`src/rtl/hazard_ctrl_unit.sv`:
```
// Pipeline hazard controller: load-use stall with configurable length, data-memory
// freeze, branch flush arbitration and a saturating stall-cycle counter.
module hazard_ctrl_unit #(
  parameter int REG_ADDR_WIDTH    = 5,
  parameter int LOAD_STALL_CYCLES = 1,
  parameter int CNT_WIDTH         = 16
) (
  input  logic                      clk,
  input  logic                      rst_n,
  input  logic                      if_id_valid,
  input  logic [REG_ADDR_WIDTH-1:0] if_id_rs1,
  input  logic                      if_id_rs1_used,
  input  logic [REG_ADDR_WIDTH-1:0] if_id_rs2,
  input  logic                      if_id_rs2_used,
  input  logic                      id_ex_valid,
  input  logic                      id_ex_mem_rd_en,
  input  logic [REG_ADDR_WIDTH-1:0] id_ex_rd,
  input  logic                      branch_taken,
  input  logic                      dmem_req,
  input  logic                      dmem_ready,
  output logic                      pc_write,
  output logic                      if_id_write,
  output logic                      if_id_flush,
  output logic                      id_ex_bubble,
  output logic                      pipe_hold,
  output logic                      stall_active,
  output logic [CNT_WIDTH-1:0]      stall_count,
  output logic                      dbg_state
);

  typedef enum logic {RUN = 1'b0, LU_STALL = 1'b1} state_e;

  state_e         state_q, state_d;
  logic [2:0]     lu_cnt_q, lu_cnt_d;
  logic [CNT_WIDTH-1:0] stall_count_q;
  logic           lu_hit;
  logic           mem_wait;

  // Data memory handshake: an access completes on a cycle where dmem_req and
  // dmem_ready are both high; dmem_req high with dmem_ready low is a wait state.
  assign mem_wait = dmem_req & ~dmem_ready;

  assign lu_hit = id_ex_valid & id_ex_mem_rd_en & (id_ex_rd != '0) & if_id_valid &
                  ((if_id_rs1_used & (if_id_rs1 == id_ex_rd)) |
                   (if_id_rs2_used & (if_id_rs2 == id_ex_rd)));

  always_comb begin
    pc_write     = 1'b1;
    if_id_write  = 1'b1;
    if_id_flush  = 1'b0;
    id_ex_bubble = 1'b0;
    pipe_hold    = 1'b0;
    state_d      = state_q;
    lu_cnt_d     = lu_cnt_q;
    if (!rst_n) begin
      state_d  = RUN;
      lu_cnt_d = 3'd0;
    end else if (mem_wait) begin
      pc_write    = 1'b0;
      if_id_write = 1'b0;
      pipe_hold   = 1'b1;
    end else if (branch_taken) begin
      // The stalled consumer is squashed, so any owed bubbles are dropped.
      if_id_flush  = 1'b1;
      id_ex_bubble = 1'b1;
      state_d      = RUN;
      lu_cnt_d     = 3'd0;
    end else if (state_q == LU_STALL) begin
      pc_write     = 1'b0;
      if_id_write  = 1'b0;
      id_ex_bubble = 1'b1;
      lu_cnt_d     = lu_cnt_q - 3'd1;
      if (lu_cnt_q == 3'd1) state_d = RUN;
    end else if (lu_hit) begin
      pc_write     = 1'b0;
      if_id_write  = 1'b0;
      id_ex_bubble = 1'b1;
      if (LOAD_STALL_CYCLES > 1) begin
        state_d  = LU_STALL;
        lu_cnt_d = 3'(LOAD_STALL_CYCLES - 1);
      end
    end
  end

  assign stall_active = ~pc_write;

  always_ff @(posedge clk) begin
    if (!rst_n) begin
      state_q       <= RUN;
      lu_cnt_q      <= 3'd0;
      stall_count_q <= '0;
    end else begin
      state_q  <= state_d;
      lu_cnt_q <= lu_cnt_d;
      if (stall_active && (stall_count_q != '1)) stall_count_q <= stall_count_q + 1'b1;
    end
  end

  assign stall_count = stall_count_q;
  assign dbg_state   = state_q;

endmodule

```
`config.mk`:
```
export PLATFORM = sky130hd
export DESIGN_NAME = hazard_ctrl_unit
export DESIGN_NICKNAME = d
export VERILOG_FILES = /design/src/rtl/hazard_ctrl_unit.sv
export SDC_FILE = /design/constraint.sdc
export NUM_CORES = 1
export LEC_CHECK = 0
export CAP_MARGIN = 0
export CORE_MARGIN = 2
export CORE_UTILIZATION = 43
export CTS_CLUSTER_DIAMETER = 50
export DETAILED_ROUTE_END_ITERATION = 8
export GPL_ROUTABILITY_DRIVEN = 0
export PLACE_DENSITY_LB_ADDON = 0.12
export SLEW_MARGIN = 20
export SYNTH_ARGS = -nofsm -noshare
export SYNTH_HDL_FRONTEND = slang
export SYNTH_SLANG_ARGS = --single-unit
```
`constraint.sdc`:
```
create_clock -name clk -period 2.5 [get_ports clk]
set_input_delay 0.625 -clock clk [delete_from_list [all_inputs] [get_ports clk]]
set_output_delay 0.625 -clock clk [all_outputs]
set_load 0.03 [all_outputs]
```
## Yosys cells after proc, flatten, opt, wreduce, memory -nomap -nowiden

Index checks and enable logic that the tools add are counted.

- Flip-flop bits (word level): 20
- Input bits: 25
- Word-level logic and storage cells: 44

- Add/sub/neg operators: 2
- Eq/ne operators: 4
- Mux-type cells: 20
- Bitwise logic cells: 11
- Reductions and logical operators: 4

Operators with widths:

| kind | count |
|---|---|
| $mux 1 | 18 |
| $add 16x1->16 const B | 1 |
| $ne 16x16->1 const B | 1 |
| $eq 5x5->1 | 2 |
| $and 1x1->1 | 7 |
| $mux 3 | 2 |
| $reduce_bool 5->1 | 1 |
| $eq 3x1->1 const B | 1 |
| $not 1->1 | 3 |
| $sub 3x1->3 const B | 1 |
| $reduce_and 2->1 | 1 |
| $reduce_bool 2->1 | 1 |
| $logic_and 1x1->1 | 1 |
| $or 1x1->1 | 1 |

## Logic depth before layout (Yosys ltp)

Gate-level depths: netlist of the first run.

- Depth after elaboration: 11
- Gate-level depth with buffers: 8

## Worst setup path before layout of the first run

No wires, ideal clock.

- Path kind: input port to output port
- Start point: input id_ex_rd[1]
- End point: output pc_write
- Data arrival time: 1.962 ns
- Data required time: 1.875 ns
- Setup slack: -0.087 ns
- Stages on the path: 7
- Path buffers: 1
- Cell sequence: xnor2_1 > nand4_1 > o22ai_1 > nand2_1 > a21oi_2 > inv_2 > buf_4

- Cells in the longest elaborated chain, start to end: 9
- Elaborated cells on any way between the ends: 14
- Classes of those cells: 2 x eq/ne; 5 x mux; 6 x bitwise; 1 x reduce/logical

RTL lines:

| what | line | text |
|---|---|---|
| from (decl) | 17 | `input logic [REG_ADDR_WIDTH-1:0] id_ex_rd,` |
| $eq 5x5->1 (tied with other cells) | 44 | `((if_id_rs1_used & (if_id_rs1 == id_ex_rd)) \|` |
| $and 1x1->1 (on tied branches) | 44, 43, 45 |  |
| $or 1x1->1 or $and 1x1->1 (tied branches) | 44, 43 |  |
| $and 1x1->1 * | 43 | `assign lu_hit = id_ex_valid & id_ex_mem_rd_en & (id_ex_rd != '0) & if_id_valid &` |
| $mux 1 * (5 in a row) | -- |  |
| to (decl) | 21 | `output logic pc_write,` |

Mark *: on every way between the ends. The rest lies on a longest branch, timed or not.

## Worst setup path in the final report of the first run

- Start point: input if_id_rs1[1]
- End point: output stall_active

- Cells in the longest elaborated chain, start to end: 10

RTL lines:

| what | line | text |
|---|---|---|
| from (decl) | 11 | `input logic [REG_ADDR_WIDTH-1:0] if_id_rs1,` |
| $eq 5x5->1 | 44 |  |
| $and 1x1->1 | 44 |  |
| $or 1x1->1 | 44 |  |
| $and 1x1->1 | 43 |  |
| $mux 1 | 74 | `end else if (lu_hit) begin` |
| $mux 1 | 68 | `end else if (state_q == LU_STALL) begin` |
| $mux 1 | 62 | `end else if (branch_taken) begin` |
| $mux 1 | 58 | `end else if (mem_wait) begin` |
| $mux 1 | 55 | `if (!rst_n) begin` |
| $not 1->1 | 85 | `assign stall_active = ~pc_write;` |
| to (decl) | 26 | `output logic stall_active,` |

Every way passes these cells.

==> results of run 1 <==
==> power breakdown <==
part	internal, uW	switching [uW]
clock	162	105
sequential	319	0.618
combinational	89.3	73.5
total	570	179
==> path summary, 6_finish.rpt <==
kind | to | cells past startpoint
hold / removal | lu_cnt_q[1] | 2
setup / recovery | stall_active | 8
hold reg to reg | lu_cnt_q[1] | 2
setup reg to reg | stall_count[1] | 8
==> kinds of logic after synthesis <==
| family | count (synthesis) | synth area share (%) |
|---|---|---|
| xor+xnor | 12 | 8.615 |
| simple gates | 57 | 25.33 |
| fa+ha+maj | 3 | 3.077 |
| mux | 2 | 1.641 |
| flops | 20 | 32.82 |
| buf+inv | 12 | 5.333 |
| compound gates | 39 | 23.18 |
==> synthesized netlist by cell type <==
library cell,count
nor2b_1,1
inv_1,6
nand4b_1,2
o311ai_0,2
xor2_1,2
or3_1,3
inv_2,1
o221ai_2,1
o21ai_0,7
o22ai_1,1
a21oi_1,10
ha_1,3
dfxtp_1,20
nor3_1,3
o221a_4,1
nand2_4,1
nand3b_1,1
and3_1,1
a21oi_2,2
xnor2_1,10
o31ai_1,5
clkbuf_1,3
o311a_1,2
or4_1,1
nand3_1,9
mux2i_1,2
or3_4,1
nand2b_1,3
o211ai_1,5
nand2_1,13
o41ai_1,3
and4_1,1
nor2_1,11
buf_12,1
nand4_1,4
nand3_2,2
buf_4,1
==> worst max-delay path: stages <==
cell and delay, ns:
clkdlybuf4s15_2 0.19, xnor2_2 0.14, nand4_1 0.20, o22ai_2 0.22, nand2_2 0.10, a21oi_4 0.18
buf_6 0.11, buf_6 0.12
==> layout make-up <==
cell class | instances | area (um2)
multi-input combinational | 113 | 860.8
tap | 31 | 38.79
sequential | 20 | 400.4
clock inverter | 1 | 30.03
clock buffer | 3 | 22.52
timing repair buffer | 75 | 655.6
fill | 216 | 699.4
inverter | 7 | 26.28
==> flip-flops by register name (all words and copies together) (netlist names) <==
name,flops
dbg_state,1
lu_cnt_q,3
stall_count,16
==> per-layer routing <==
layer | routed length, um | part of all wire, % | vias up
li1 | - | - | 683
met4 | 61 | 1.7 | 0
met1 | 1486 | 41 | 665
met5 | 0 | 0 | -
met2 | 1941 | 53 | 39
met3 | 142 | 3.9 | 6
==> what timing repair did <==
| item | CTS | global route |
|---|---|---|
| gates resized for setup | 57 | 25 |
| endpoints found under the setup margin | 4 | 5 |
| gates cloned | 0 | 0 |
| buffers inserted | 3 | 5 |
| pin swaps | 16 | 13 |
==> per-stage QoR <==
stage,power (uW),utilization [%]
2_1_floorplan,382.8,-
3_3_place_gp,460.5,67.23
3_5_place_dp,464.2,67.23
4_1_cts,738.4,71.58
5_1_grt,776.5,74.42
6_report,749.2,74.42
==> impl_metrics.toml, run 1 <==
[critical_path]
required_ns = 1.88
cp-end-kind = "output port"
start_kind = "input pin"
r2r_slack_ns = 0.40
critical_path_class = "in -> out"
path_max_fanout = 2
startpoint = "if_id_rs1[1]"
r2r_start = "stall_count[0]"
arrival_ns = 1.91

[timing]
final.setup.tns_ns = -0.06423
period_needed_ns = 2.532
skew_ns = 0.01261
slew_headroom_pct = 78.42
hold_viol_final = 0
fin_crit_sh_pct = 101.3
setup_viol = 4
max_freq_mhz = 394.9
hold-worst-slack_ns = 0.4621
slew_violations = 0
fin_ws_ns = -0.03212
tightestPinTransition_ns = 0.3227

[drt]
drc_errors = 0
wl_per_cell_um = 14.52
vias_per_cell = 5.572
ant_nets = 0
drt-initial-drc-count = 60
first_pass_iters = 4
wl_um = 3631
vias = 1393

[floorplanning]
row_count = 19
die_x_um = 57.27
initial_core_util_pct = 44.62
core_area_um2 = 2734
die_area_um2 = 3279
io_pins = 48
fp.dieH_um = 57.27

[cells_and_area]
syn_to_final_growth_pct = 66.77
final_cell_area_um2 = 2034
fin_cells = 250
drive_above_1_share_pct = 32.42
antenna_cells = 0
nets = 248
layout_common_cells = "buf_4, clkdlybuf4s50_1, dfxtp_1"
layout_commonest_cell = "buf_4"

[hold_path]
hp-start = "lu_cnt_q[1]"
hold_class = "reg -> reg"

[placed_design]
place_area_um2 = 1838
place_hpwl_um = 2620
pre_cts_slack_ns = -0.7569
portBuffers = 47
dp_cells = 238

[global_routing]
grt_pass1_wl_um = 5775
grt_util_met3_pct = 3.628
antenna_found_initial = 0
grt_use_met1_pct = 25.60
grt.total_usage_pct = 22.11
use_met2_pct = 40.72
grt_max_degree = 13
grt_pass1_vias = 1375
grt-ovfl-total = 0
busiest_layer = "met2"

[clock_network]
clock-sinks = 20
clockRootBuffer = "clkbuf_4"
cts_buffer_depth = 2
clk_latency_ns = 0.31
cts_buffers = 3
clk_pin_slew_ns = 0.11
htree_levels = 1
cts_tree = "yes"
holdBufCountCts = 0

[logic_synthesis]
synth_nets = 173
synth_cells = 145
synth_area_um2 = 1220
synth_top_area_share_pct = 32.82
synth_cell_types = 37
synth_top_area_cell = "dfxtp_1"
syn_area_per_cell_um2 = 8.413
synth-seq-cells = 20
synth_area_leaders = "dfxtp_1, xnor2_1, a21oi_1, nand2_1, nand3_1"
ys_warn_count = 0
yosysSeqAreaShare_pct = 32.82

[status]
violations = "setup timing"
status = "finished with violations"

[power]
p_leak_uw = 0.0008056
p_per_area_nw_per_um2 = 368.3
vdd_drop_max_mv = 0.4143

[flow_run]
drv_cap = 0
No activity file was read; power rests on OpenSTA's default activity.
==> run 2: changes to the inputs <==
--- a/config.mk
+++ b/config.mk
@@ -12,7 +12,6 @@
 export DETAILED_ROUTE_END_ITERATION = 8
 export GPL_ROUTABILITY_DRIVEN = 0
 export PLACE_DENSITY_LB_ADDON = 0.12
-export SLEW_MARGIN = 20
 export SYNTH_ARGS = -nofsm -noshare
 export SYNTH_HDL_FRONTEND = slang
 export SYNTH_SLANG_ARGS = --single-unit
==> results of run 2 <==
No change in the layout: final DEF, timing and power equal those of run 1.
==> run 3: changes to the inputs <==
--- a/config.mk
+++ b/config.mk
@@ -9,6 +9,7 @@
 export CORE_MARGIN = 2
 export CORE_UTILIZATION = 43
 export CTS_CLUSTER_DIAMETER = 50
+export CTS_CLUSTER_SIZE = 10
 export DETAILED_ROUTE_END_ITERATION = 8
 export GPL_ROUTABILITY_DRIVEN = 0
 export PLACE_DENSITY_LB_ADDON = 0.12
==> results of run 3 <==
No change in the layout: final DEF, timing and power equal those of run 1.
